<file path="src/rtl/da_interp_engine.sv">
// Bit-serial distributed-arithmetic dot product of NTAPS signed samples with constant coefficients.
// Define DA_INTERP_SATURATE_EN to clamp the rounded result instead of wrapping it to OUT_W bits.
module da_interp_engine #(
  parameter int SAMPLE_W = 8,
  parameter int NTAPS = 2,
  parameter int COEF_W = 12,
  parameter logic [NTAPS*COEF_W-1:0] COEFS = {12'sd156, 12'sd100},
  parameter int OUT_W = 8,
  parameter int OUT_SHIFT = 8
) (
  input  logic                      clk,
  input  logic                      reset,
  input  logic                      clk_en,
  input  logic                      step_en,
  input  logic [NTAPS*SAMPLE_W-1:0] samples_in,
  output logic [OUT_W-1:0]          sample_out,
  output logic                      out_valid,
  output logic                      busy,
  output logic                      overrun
);

  localparam int LUT_W = COEF_W + $clog2(NTAPS) + 1;
  localparam int ACC_W = LUT_W + SAMPLE_W;
  localparam int SUM_W = ACC_W + OUT_W + 1;
  localparam int CNT_W = (SAMPLE_W > 1) ? $clog2(SAMPLE_W) : 1;
  localparam logic [CNT_W-1:0] LAST_BIT = CNT_W'(SAMPLE_W - 1);
  localparam int RND_SH = (OUT_SHIFT > 0) ? OUT_SHIFT - 1 : 0;
  localparam logic signed [SUM_W-1:0] RND = (OUT_SHIFT > 0) ? (SUM_W'(1'b1) << RND_SH) : '0;

  typedef enum logic [1:0] {IDLE = 2'd0, SHIFT = 2'd1, DONE = 2'd2} state_e;

  function automatic logic signed [LUT_W-1:0] lut_entry(input int unsigned k);
    logic signed [LUT_W-1:0] s;
    s = '0;
    for (int i = 0; i < NTAPS; i++) begin
      if (k[i]) s = s + LUT_W'($signed(COEFS[i*COEF_W +: COEF_W]));
      else      s = s;
    end
    return s;
  endfunction

  logic signed [LUT_W-1:0] lut_s [2**NTAPS];
  for (genvar k = 0; k < 2**NTAPS; k++) begin : g_lut
    assign lut_s[k] = lut_entry(k);
  end

  state_e                      state_q, state_d;
  logic [CNT_W-1:0]            cnt_q, cnt_d;
  logic signed [ACC_W-1:0]     acc_q, acc_d;
  logic [NTAPS*SAMPLE_W-1:0]   smp_q, smp_d;
  logic [OUT_W-1:0]            sample_out_q, sample_out_d;
  logic                        out_valid_q, out_valid_d;
  logic                        busy_q, busy_d;
  logic                        overrun_q, overrun_d;
  logic [NTAPS-1:0]            lut_idx_s;
  logic signed [ACC_W-1:0]     term_s;
  logic signed [SUM_W-1:0]     rnd_sum_s;
  logic [OUT_W-1:0]            result_s;
`ifdef DA_INTERP_SATURATE_EN
  localparam logic signed [SUM_W-1:0] OUT_MAX = SUM_W'((64'sd1 <<< (OUT_W - 1)) - 64'sd1);
  localparam logic signed [SUM_W-1:0] OUT_MIN = SUM_W'(-(64'sd1 <<< (OUT_W - 1)));
  logic signed [SUM_W-1:0]     r_s;
`endif

  // Gather the current bit of every tap and scale the table entry by its bit weight.
  always_comb begin
    for (int i = 0; i < NTAPS; i++) begin
      lut_idx_s[i] = smp_q[i*SAMPLE_W + int'(cnt_q)];
    end
    term_s = ACC_W'(lut_s[lut_idx_s]) <<< cnt_q;
  end

  // Round half-up on the full-precision sum, then clamp or wrap into OUT_W bits.
  always_comb begin
    rnd_sum_s = SUM_W'(acc_q) + RND;
`ifdef DA_INTERP_SATURATE_EN
    r_s = rnd_sum_s >>> OUT_SHIFT;
    if (r_s > OUT_MAX)      result_s = OUT_MAX[OUT_W-1:0];
    else if (r_s < OUT_MIN) result_s = OUT_MIN[OUT_W-1:0];
    else                    result_s = r_s[OUT_W-1:0];
`else
    result_s = OUT_W'(rnd_sum_s >>> OUT_SHIFT);
`endif
  end

  // Next-state logic; a load always wins over a step and restarts from fresh samples.
  always_comb begin
    state_d      = state_q;
    cnt_d        = cnt_q;
    acc_d        = acc_q;
    smp_d        = smp_q;
    sample_out_d = sample_out_q;
    out_valid_d  = 1'b0;
    overrun_d    = 1'b0;
    if (clk_en) begin
      state_d   = SHIFT;
      cnt_d     = '0;
      acc_d     = '0;
      smp_d     = samples_in;
      overrun_d = (state_q != IDLE);
    end else begin
      case (state_q)
        IDLE: state_d = IDLE;
        SHIFT: begin
          if (step_en) begin
            // The MSB carries negative weight in two's complement.
            if (cnt_q == LAST_BIT) begin
              acc_d   = acc_q - term_s;
              cnt_d   = '0;
              state_d = DONE;
            end else begin
              acc_d = acc_q + term_s;
              cnt_d = cnt_q + 1'b1;
            end
          end else begin
            state_d = SHIFT;
          end
        end
        DONE: begin
          if (step_en) begin
            state_d      = IDLE;
            sample_out_d = result_s;
            out_valid_d  = 1'b1;
          end else begin
            state_d = DONE;
          end
        end
        default: state_d = IDLE;
      endcase
    end
    busy_d = (state_d != IDLE);
  end

  // State and output registers with synchronous reset.
  always_ff @(posedge clk) begin
    if (reset) begin
      state_q      <= IDLE;
      cnt_q        <= '0;
      acc_q        <= '0;
      smp_q        <= '0;
      sample_out_q <= '0;
      out_valid_q  <= 1'b0;
      busy_q       <= 1'b0;
      overrun_q    <= 1'b0;
    end else begin
      state_q      <= state_d;
      cnt_q        <= cnt_d;
      acc_q        <= acc_d;
      smp_q        <= smp_d;
      sample_out_q <= sample_out_d;
      out_valid_q  <= out_valid_d;
      busy_q       <= busy_d;
      overrun_q    <= overrun_d;
    end
  end

  assign sample_out = sample_out_q;
  assign out_valid  = out_valid_q;
  assign busy       = busy_q;
  assign overrun    = overrun_q;

endmodule

</file>
<file path="config.mk">
export PLATFORM = sky130hd
export DESIGN_NAME = da_interp_engine
export DESIGN_NICKNAME = d
export VERILOG_FILES = /design/src/rtl/da_interp_engine.sv
export SDC_FILE = /design/constraint.sdc
export NUM_CORES = 1
export LEC_CHECK = 0
export ABC_AREA = 1
export ABC_CLOCK_PERIOD_IN_PS = 4600
export CORE_ASPECT_RATIO = 1.1
export CORE_MARGIN = 2
export CORE_UTILIZATION = 52
export CTS_BUF_LIST = sky130_fd_sc_hd__clkbuf_16
export CTS_CLUSTER_SIZE = 24
export DETAILED_ROUTE_END_ITERATION = 6
export GPL_TIMING_DRIVEN = 0
export PLACE_DENSITY = 0.74
export RECOVER_POWER = 25
export SLEW_MARGIN = 10
export SYNTH_ARGS = -nofsm -noshare
export SYNTH_HDL_FRONTEND = slang
export SYNTH_SLANG_ARGS = --single-unit
</file>
<file path="constraint.sdc">
create_clock -name clk -period 4.6 [get_ports clk]
set_clock_uncertainty 0.2 [all_clocks]
set_input_delay 0.69 -clock clk [delete_from_list [all_inputs] [get_ports clk]]
set_output_delay 0.69 -clock clk [all_outputs]
set_load 0.01 [all_outputs]
</file>
# Word level (Yosys, flattened, before mapping)
# Index checks and enable logic that the tools add are counted.
# totals
reg_bits	54
in_bits	20
word_cells	46
# classes
addsub	5
order_cmp	3
n_eq_ne	3
shift	1
n_mux	16
n_bitwise	3
n_reduce_logical	7
# ops
op	count
binary-select mux 14 bit (select 2 bit)	1
2-to-1 mux 14 bit	2
adder 22 bit	1
2-to-1 mux 22 bit	1
<<< shifter 14 x 3 -> 22 bit	1
subtractor 22 bit	1
adder 16 x 9 -> 16 bit (second input constant)	1
2-to-1 mux 2 bit	4
adder 4 x 3 -> 5 bit (first input constant)	1
less-than comparator 3 x 5 -> 1 bit (second input constant)	1
less-than comparator 5 bit (second input constant)	1
binary-select mux 1 bit (select 4 bit)	1
2-to-1 mux 1 bit	4
one-hot mux 2 bit (2 select lines)	1
nonzero test 2 bit	2
OR reduction 2 bit	2
adder 3 x 1 -> 3 bit (second input constant)	1
binary-select mux 1 bit (select 3 bit)	1
equality test 3 bit (second input constant)	1
>= comparator 3 bit (second input constant)	1
2-to-1 mux 3 bit	1
NOT 2 -> 3 bit	1
AND reduction 3 bit	1
OR reduction 3 bit	1
4 further kinds	5

# Logic depth before layout (Yosys ltp)
# Gate-level depths: netlist of run 1.
# logic_depth
ltp_word	11
ltp_mapped	33

# Least setup slack after synthesis of run 1
# Ideal clock, no wire load.
# synth_path
path_kind	reg-to-reg
startpoint	reg cnt_q[0]
endpoint	reg acc_q[14]
t_arrival_ns	4.034
required_ns	4.284
slack_ns	0.250
stages_incl_launch_ff	29
n_path_buf	2
path_cell_list	dfxtp_1 buf_6 inv_6 clkbuf_1 a21oi_1 o21ai_0 nand2_1 inv_1 o21ai_0 inv_1 ha_1 nand2_4 nand4_4 ha_1 nand3_1 nor3_2 nand2_1 o31ai_1 xor2_1 inv_1 ha_1 a21o_1 nor2_1 nand3_1 a21o_1 a21oi_1 o21ai_0 o211ai_1 inv_1
# synth_via
elab_chain_len	11
elab_cells_between_ends	15
cone_classes	add/sub (3); eq/ne (1); shift (1); mux (9); bitwise (1)
# synth_lines
element	line	rtl
start, declared	48	logic [CNT_W-1:0] cnt_q, cnt_d;
start signal, assigned	147	cnt_q <= cnt_d;
adder 4 x 3 -> 5 bit	68	lut_idx_s[i] = smp_q[i*SAMPLE_W + int'(cnt_q)];
binary-select mux 1 bit (select 4 bit)	68	
2-to-1 mux 1 bit (not written as such) (2 in series)	68	
NOT 2 -> 3 bit (not written as such)	70	term_s = ACC_W'(lut_s[lut_idx_s]) <<< cnt_q;
binary-select mux 14 bit (select 2 bit)	70	
2-to-1 mux 14 bit (not written as such) (2 in series)	70	
<<< shifter 14 x 3 -> 22 bit	70	
adder 22 bit / subtractor 22 bit (equally long branches)	112, 108	
2-to-1 mux 22 bit *	107	if (cnt_q == LAST_BIT) begin
end signal, assigned	139	acc_q <= '0;
end signal, assigned	148	acc_q <= acc_d;
end, declared	49	logic signed [ACC_W-1:0] acc_q, acc_d;
# Mark *: on every way between the ends. The rest lies on a longest branch, timed or not. The select of a mux whose other input is x is not followed.
# A chain may end at the register's enable or synchronous reset.

# Worst setup path in the final report of run 1
# Same ends and word-level chain as after synthesis.

==> reports/summary.txt, run 1 <==
run status = finished clean
Hold Path Class = flip-flop to flip-flop
Synth top area share = 27.7%
Synth Cell Area = 3320 um^2
syn_nets = 527
CP Launch Type = flip-flop
Worst Setup Slack, final = 0.177 ns
Primary FF master, synth = dfxtp_1
Slew @ Worst Pin = 0.551 ns
slew margin rel. = 63.2%
CTS Hold Bufs = 0
Hold Slack = 0.244 ns
Yosys top cell by area = dfxtp_1
largest cells by area after synthesis = dfxtp_1 28%, ha_1 9.8%, nand2_1 9.3%
die area = 7050 um^2
clk root buf = clkbuf_16
Overflow after GRT = 0
Critical Path Sink Type = flip-flop
routability congestion estimate from global placement = 0.867
Synth Area in Simple Gates = 26.2%
Total Routing Usage GR = 23.2%
fin cells = 609
max cap viols = 0
Vias/cell = 5.26
Post-DRT Antenna Nets = 0
diode count = 0
io pins = 31
H-tree depth = 2
CP peak stage delay = 0.33 ns
largest net degree at the start of global routing = 16
NumNets Final = 574
Pleak = 2.07 nW
Synth Instances = 481
Place WS = -0.400 ns
pwr/cell area = 304 nW/um^2
EDFF count, synth = 0
Hold Crit Depth = 2
DRC viols = 0
combinational power share = 33.0%
Port Buffers = 29
fraction of layout cells with a size suffix above 1 = 14.9%
area grow syn2layout = 25.0%
first-pass GRT wire length = 13100 um
Tcrit/Tclk final = 96.1%
internal power = 845 uW
commonest non-fill, non-tap cells in the layout = 79 x nand2_1, 62 x inv_1, 44 x dfxtp_1, 43 x o21ai_0, 43 x nand3_1
die height = 87.8 um
xor and xnor fraction of the mapped netlist area = 6.85%
Yosys cell types = 37
Clock Latency Late Sink = 0.29 ns
CTS Sinks = 46
Switching Share = 33.0%
final setup vio count = 0
Max clock buf depth = 2
setup_tns = 0 ns
clk slew on worst S/H paths = 0.07 ns
worst-path fanout max = 5
min Tclk post-route = 4.42 ns
initial antenna violation count = 0
most common cell after layout, fill and taps aside = nand2_1
complex-gate fraction of the synthesized area = 17.4%
Die X-Extent = 80.2 um
Placeable Area = 6190 um^2
Avg WL per Cell = 13.2 um
Sequential Power Share = 33.4%
HPWL after DPL = 5730 um
starting DRC count in detailed routing = 185
Cells after DPL = 590
post-layout util = 67.1%
TritonCTS clock tree = yes
total power = 1.26 mW
Post-Route WL = 8020 um
final count of pins violating max slew = 0
Clk pwr share = 33.6%
Arr. time, crit path = 4.40 ns
design area = 4150 um^2
Slowest-stage cell, CP = dfxtp_2
Switch Pwr = 417 uW
row count = 30
TritonCTS buffer count = 5
post-synthesis adder-cell area fraction = 9.79%
synthesis warning total = 0
Peak Freq = 226 MHz
Placed Area = 3710 um^2
main combinational cell family by area after synthesis = simple AND/OR/NAND/NOR gates
Yosys reg bits = 46
number of global-route vias before repair = 3014
post-synthesis mux area share = 0%
Vias = 3204
Seq/Total Area, Yosys = 27.7%
final hold vios = 0
Mean Syn Cell Area = 6.91 um^2
peak supply drop = 176 uV
drt pass-1 iters = 4
reg2reg path depth = 29
WS Path Type = flip-flop to flip-flop
WP data required = 4.58 ns
Initial Util = 53.7%
ys async rst share = 0%
-- critical path: cells and delay by family, from the launching register on --
| family | cells | cell delay [ns] |
|---|---|---|
| AND/OR/NAND/NOR | 10 | 1.01 |
| buffers and inverters | 7 | 0.70 |
| adder cells (fa/ha/maj) | 3 | 0.76 |
| AO/OA/AOI/OAI | 8 | 1.09 |
| flip-flops | 1 | 0.33 |
| XOR/XNOR | 1 | 0.19 |
-- synthesized netlist by cell type, types with 3 or more instances --
| library cell | n |
|---|---|
| nand3_2 | 4 |
| xnor2_1 | 7 |
| dfxtp_1 | 46 |
| xor2_1 | 19 |
| nand3_1 | 45 |
| o21bai_1 | 7 |
| clkbuf_1 | 10 |
| a21o_1 | 3 |
| ha_1 | 26 |
| nand2_1 | 82 |
| nand4_1 | 6 |
| nand2_2 | 8 |
| o21ai_0 | 51 |
| a21oi_1 | 30 |
| o211ai_1 | 3 |
| nor2_1 | 33 |
| inv_1 | 66 |
| nor3_1 | 3 |
| a31oi_1 | 3 |
| buf_6 | 6 |
-- power by group through the flow --
| stage | sequential (mW) | combinational (mW) | clock [mW] |
|---|---|---|---|
| floorplan | 0.428 | 0.278 | 0 |
| global route | 0.423 | 0.468 | 0.441 |
| detailed placement | 0.429 | 0.354 | 0 |
| CTS | 0.420 | 0.365 | 0.427 |
| global placement | 0.429 | 0.344 | 0 |
| finish | 0.421 | 0.417 | 0.424 |
-- logic make-up after synthesis --
group | Yosys count
simple gates | 188
compound gates | 105
buf+inv | 90
flops | 46
xor+xnor | 26
fa+ha+maj | 26
-- state kept, by name (all words and copies together), names as in the netlist --
register,count
cnt_q,3
state_q,2
busy,1
sample_out,8
overrun,1
smp_q,16
acc_q,14
out_valid,1
-- final cells by class --
class	count	area, um^2
flip-flops and latches	46	923
inverters	71	282
well taps	80	100
fillers	513	2040
clock buffers	5	125
repair buffers	40	403
plain buffers	19	130
clock inverters	3	43.8
multi-input cells	345	2150
-- worst paths after layout --
check | startpoint | to | slack, ns
worst max-delay path | cnt_q[0]$_SDFFE_PP0P_ | acc_q[14]$_SDFFE_PP0P_ | 0.18
worst min-delay path | smp_q[3]$_SDFFE_PP0P_ | smp_q[3]$_SDFFE_PP0P_ | 0.24
worst max register to register | cnt_q[0]$_SDFFE_PP0P_ | acc_q[14]$_SDFFE_PP0P_ | 0.18
worst min register to register | smp_q[3]$_SDFFE_PP0P_ | smp_q[3]$_SDFFE_PP0P_ | 0.24
-- routing by layer --
metal / GRT usage (%) / routed length (um) / share of wire [%]
met4: 6.78 / 170 / 2.1
met2: 43.7 / 4130 / 51
met5: 0 / 0 / 0
met1: 26.9 / 3550 / 44
met3: 3.71 / 171 / 2.1
-- timing repair --
| action | CTS | global route |
|---|---|---|
| pin swaps | 1 | 18 |
| endpoints found under the setup margin | 6 | 4 |
| endpoints found under the hold margin | 0 | 0 |
| gates resized for setup | 7 | 43 |
| gates cloned | 0 | 1 |
| setup buffers | 2 | 8 |
Power figures use the tool's default switching activity.
==> run 2: changes to the inputs <==
--- a/config.mk
+++ b/config.mk
@@ -5,16 +5,15 @@
 export SDC_FILE = /design/constraint.sdc
 export NUM_CORES = 1
 export LEC_CHECK = 0
-export ABC_AREA = 1
 export ABC_CLOCK_PERIOD_IN_PS = 4600
 export CORE_ASPECT_RATIO = 1.1
 export CORE_MARGIN = 2
-export CORE_UTILIZATION = 52
+export CORE_UTILIZATION = 53
 export CTS_BUF_LIST = sky130_fd_sc_hd__clkbuf_16
 export CTS_CLUSTER_SIZE = 24
 export DETAILED_ROUTE_END_ITERATION = 6
 export GPL_TIMING_DRIVEN = 0
-export PLACE_DENSITY = 0.74
+export PLACE_DENSITY = 0.75
 export RECOVER_POWER = 25
 export SLEW_MARGIN = 10
 export SYNTH_ARGS = -nofsm -noshare
==> run 2 against run 1 <==
The run now ends with negative setup slack left; clock power fell by 13%; sequential power barely moved; sequential share of layout area fell by 2.8 points; via count rose by 5.5%; worst hold slack improved by 0.020 ns; synthesized area rose by 0.41%; flip-flop and latch count did not move; non-clock buffer count rose by 39; global-route usage rose by 3.6 points; synthesized cell count fell by 15%.
==> reports/summary.txt, run 2 <==
run status = finished, violations left (was finished clean)
failing checks = negative setup slack
Pleak = 1.87 nW (was 2.07 nW)
worst-path fanout max = 6 (was 5)
TritonCTS buffer count = 5 (unchanged)
Vias/cell = 5.93 (was 5.26)
Place WS = -0.619 ns (was -0.400 ns)
Synth top area share = 27.6% (was 27.7%)
drt pass-1 iters = 6 (was 4)
Arr. time, crit path = 4.79 ns (was 4.40 ns)
Die X-Extent = 79.7 um (was 80.2 um)
fillers = 404 (was 513)
max FFs per register = 16 (unchanged)
Clock Latency Late Sink = 0.29 ns (about the same)
most common cell in the netlist = nor2_1 (was nand2_1)
Placed Area = 3900 um^2 (was 3710 um^2)
Hold Path Class = flip-flop to flip-flop (unchanged)
DRC viols = 0 (unchanged)
CP Launch Type = flip-flop (unchanged)
ys async rst share = 0% (unchanged)
largest net degree at the start of global routing = 16 (unchanged)
max cap viols = 0 (unchanged)
HPWL after DPL = 6070 um (was 5730 um)
Yosys reg bits = 46 (unchanged)
H-tree depth = 2 (unchanged)
final setup vio count = 4 (was 0)
Tcrit/Tclk final = 104% (was 96.1%)
Yosys cell types = 56 (was 37)
EDFF count, synth = 0 (unchanged)
list of most frequent post-synthesis cells = 56 x nor2_1, 46 x dfxtp_1, 37 x a21oi_1, 36 x nand2_1, 26 x ha_1 (was 82 x nand2_1, 66 x inv_1, 51 x o21ai_0, 46 x dfxtp_1, 45 x nand3_1)
starting DRC count in detailed routing = 253 (was 185)
post-layout util = 77.7% (was 67.1%)
pwr/cell area = 259 nW/um^2 (was 304 nW/um^2)
CTS Sinks = 46 (unchanged)
clk slew on worst S/H paths = 0.07 ns (about the same)
register name with the most flops = smp_q (unchanged)
commonest non-fill, non-tap cells in the layout = 51 x nor2_1, 44 x dfxtp_1, 40 x buf_4, 31 x nand2_1, 30 x clkdlybuf4s50_1 (was 79 x nand2_1, 62 x inv_1, 44 x dfxtp_1, 43 x o21ai_0, 43 x nand3_1)
diode count = 0 (unchanged)
number of global-route vias before repair = 3139 (was 3014)
min Tclk post-route = 4.77 ns (was 4.42 ns)
final hold vios = 0 (unchanged)
routability congestion estimate from global placement = 0.901 (was 0.867)
Vias = 3380 (was 3204)
die area = 6950 um^2 (was 7050 um^2)
Overflow after GRT = 0 (unchanged)
WS Path Type = flip-flop to flip-flop (unchanged)
total power = 1.23 mW (was 1.26 mW)
Synth Instances = 409 (was 481)
Mean Syn Cell Area = 8.16 um^2 (was 6.91 um^2)
Slew @ Worst Pin = 0.626 ns (was 0.551 ns)
die height = 87.2 um (was 87.8 um)
slew margin rel. = 58.3% (was 63.2%)
NumNets Final = 535 (was 574)
io pins = 31 (unchanged)
largest cells by area after synthesis = dfxtp_1 28%, ha_1 9.7%, mux2i_1 6.6% (was dfxtp_1 28%, ha_1 9.8%, nand2_1 9.3%)
clk root buf = clkbuf_16 (unchanged)
syn_nets = 455 (was 527)
Yosys top cell by area = dfxtp_1 (unchanged)
first-pass GRT wire length = 14800 um (was 13100 um)
most common cell after layout, fill and taps aside = nor2_1 (was nand2_1)
Total Routing Usage GR = 26.9% (was 23.2%)
initial antenna violation count = 0 (unchanged)
Peak Freq = 210 MHz (was 226 MHz)
Worst Setup Slack, final = -0.168 ns (was 0.177 ns)
Max clock buf depth = 2 (unchanged)
Placeable Area = 6120 um^2 (was 6190 um^2)
fraction of layout cells with a size suffix above 1 = 29.2% (was 14.9%)
Port Buffers = 30 (was 29)
final count of pins violating max slew = 0 (unchanged)
Synth Cell Area = 3340 um^2 (was 3320 um^2)
row count = 30 (unchanged)
Seq/Total Area, Yosys = 27.6% (was 27.7%)
TritonCTS clock tree = yes (unchanged)
Primary FF master, synth = dfxtp_1 (unchanged)
WP data required = 4.62 ns (was 4.58 ns)
Hold Slack = 0.264 ns (was 0.244 ns)
CTS Hold Bufs = 0 (unchanged)
area grow syn2layout = 42.5% (was 25.0%)
Avg WL per Cell = 17.6 um (was 13.2 um)
RSZ-0062 raised after global routing = true
synthesis warning total = 0 (unchanged)
design area = 4760 um^2 (was 4150 um^2)
Post-DRT Antenna Nets = 0 (unchanged)
peak supply drop = 277 uV (was 176 uV)
Critical Path Sink Type = flip-flop (unchanged)
Post-Route WL = 10100 um (was 8020 um)
Initial Util = 54.5% (was 53.7%)
[run 2: cell count changes after synthesis, sizes merged, moves of 11 or more]
| cell | before | now |
|---|---|---|
| nand3 | 49 | 9 |
| o21ai | 54 | 14 |
| nand2 | 92 | 36 |
| mux2i | 0 | 24 |
| inv | 70 | 13 |
| nor2 | 35 | 56 |
| nor2b | 0 | 11 |
[run 2: cells by family after synthesis]
family	synth area share [%]
AOI/OAI and AO/OA	20.8
xor gates and xnor gates	6.30
adders and majority gates	9.75
buffers and inverters	5.10
DFF	27.6
muxes	10.8
and+or+nand+nor	19.6
[run 2: final cells by class]
| cell class | instances | area [um^2] | area share (%) |
|---|---|---|---|
| multi-input combinational | 325 | 2670 | 56.1 |
| clock buffer | 5 | 125 | 2.63 |
| buffer | 21 | 166 | 3.50 |
| inverter | 13 | 56.3 | 1.18 |
| timing repair buffer | 77 | 697 | 14.7 |
| tap | 80 | 100 | 2.10 |
| sequential | 46 | 923 | 19.4 |
| clock inverter | 3 | 18.8 | 0.395 |
[run 2: metal layers]
| layer | vias to the layer above | track usage (%) | share of wire (%) |
|---|---|---|---|
| met2 | 139 | 50.1 | 53 |
| met1 | 1601 | 31.9 | 39 |
| li1 | 1615 | - | - |
| met5 | - | 0 | 0 |
| met3 | 25 | 3.63 | 5.5 |
| met4 | 0 | 7.37 | 2.6 |
[run 2: critical path, cell delays in order (launching register included)]
cell       delay [ns]
dfxtp_2          0.35
buf_8            0.14
clkbuf_16        0.13
mux4_2           0.49
nand2_2          0.09
and2_4           0.19
inv_6            0.05
ha_4             0.15
mux2_4           0.31
o211ai_1         0.36
o21ai_4          0.15
nor2b_4          0.20
buf_6            0.13
a31oi_2          0.11
xor2_1           0.22
ha_2             0.23
or4_1            0.54
a211oi_2         0.18
o21ai_1          0.09
mux2i_1          0.19
mux2i_1          0.19
[run 2: worst paths after layout]
path,from,end,slack (ns),depth (start not counted)
min reg2reg,acc_q[4]$_SDFFE_PP0P_,acc_q[4]$_SDFFE_PP0P_,0.26,2
min,acc_q[4]$_SDFFE_PP0P_,acc_q[4]$_SDFFE_PP0P_,0.26,2
max reg2reg,cnt_q[0]$_SDFFE_PP0P_,acc_q[15]$_SDFFE_PP0P_,-0.17,20
max,cnt_q[0]$_SDFFE_PP0P_,acc_q[15]$_SDFFE_PP0P_,-0.17,20
[run 2: what timing repair did]
action,4_1_cts,5_1_grt
pin swaps,31,36
resized for setup,42,44
setup buffers,32,15
endpoints found under the setup margin,8,9
[run 2: per-stage QoR]
step | cells | TNS [ns]
3_3_place_gp | 519 | -1.92
2_1_floorplan | 409 | -0.0481
5_1_grt | 570 | -1.32
6_report | 570 | -0.490
3_5_place_dp | 519 | -2.39
4_1_cts | 557 | -0.297
[run 2: where the power goes]
group	internal, mW	switching [mW]	leakage, nW	total [mW]
sequential	0.412	0.00948	0.376	0.421
combinational	0.223	0.219	1.42	0.442
clock	0.202	0.166	0.0740	0.367
==> run 3: changes to the inputs <==
--- a/config.mk
+++ b/config.mk
@@ -5,15 +5,15 @@
 export SDC_FILE = /design/constraint.sdc
 export NUM_CORES = 1
 export LEC_CHECK = 0
-export ABC_CLOCK_PERIOD_IN_PS = 4600
+export ABC_AREA = 1
 export CORE_ASPECT_RATIO = 1.1
 export CORE_MARGIN = 2
-export CORE_UTILIZATION = 53
+export CORE_UTILIZATION = 52
 export CTS_BUF_LIST = sky130_fd_sc_hd__clkbuf_16
 export CTS_CLUSTER_SIZE = 24
 export DETAILED_ROUTE_END_ITERATION = 6
 export GPL_TIMING_DRIVEN = 0
-export PLACE_DENSITY = 0.75
+export PLACE_DENSITY = 0.74
 export RECOVER_POWER = 25
 export SLEW_MARGIN = 10
 export SYNTH_ARGS = -nofsm -noshare
==> results of run 3 <==
No change in the layout: final DEF, timing and power equal those of run 1.
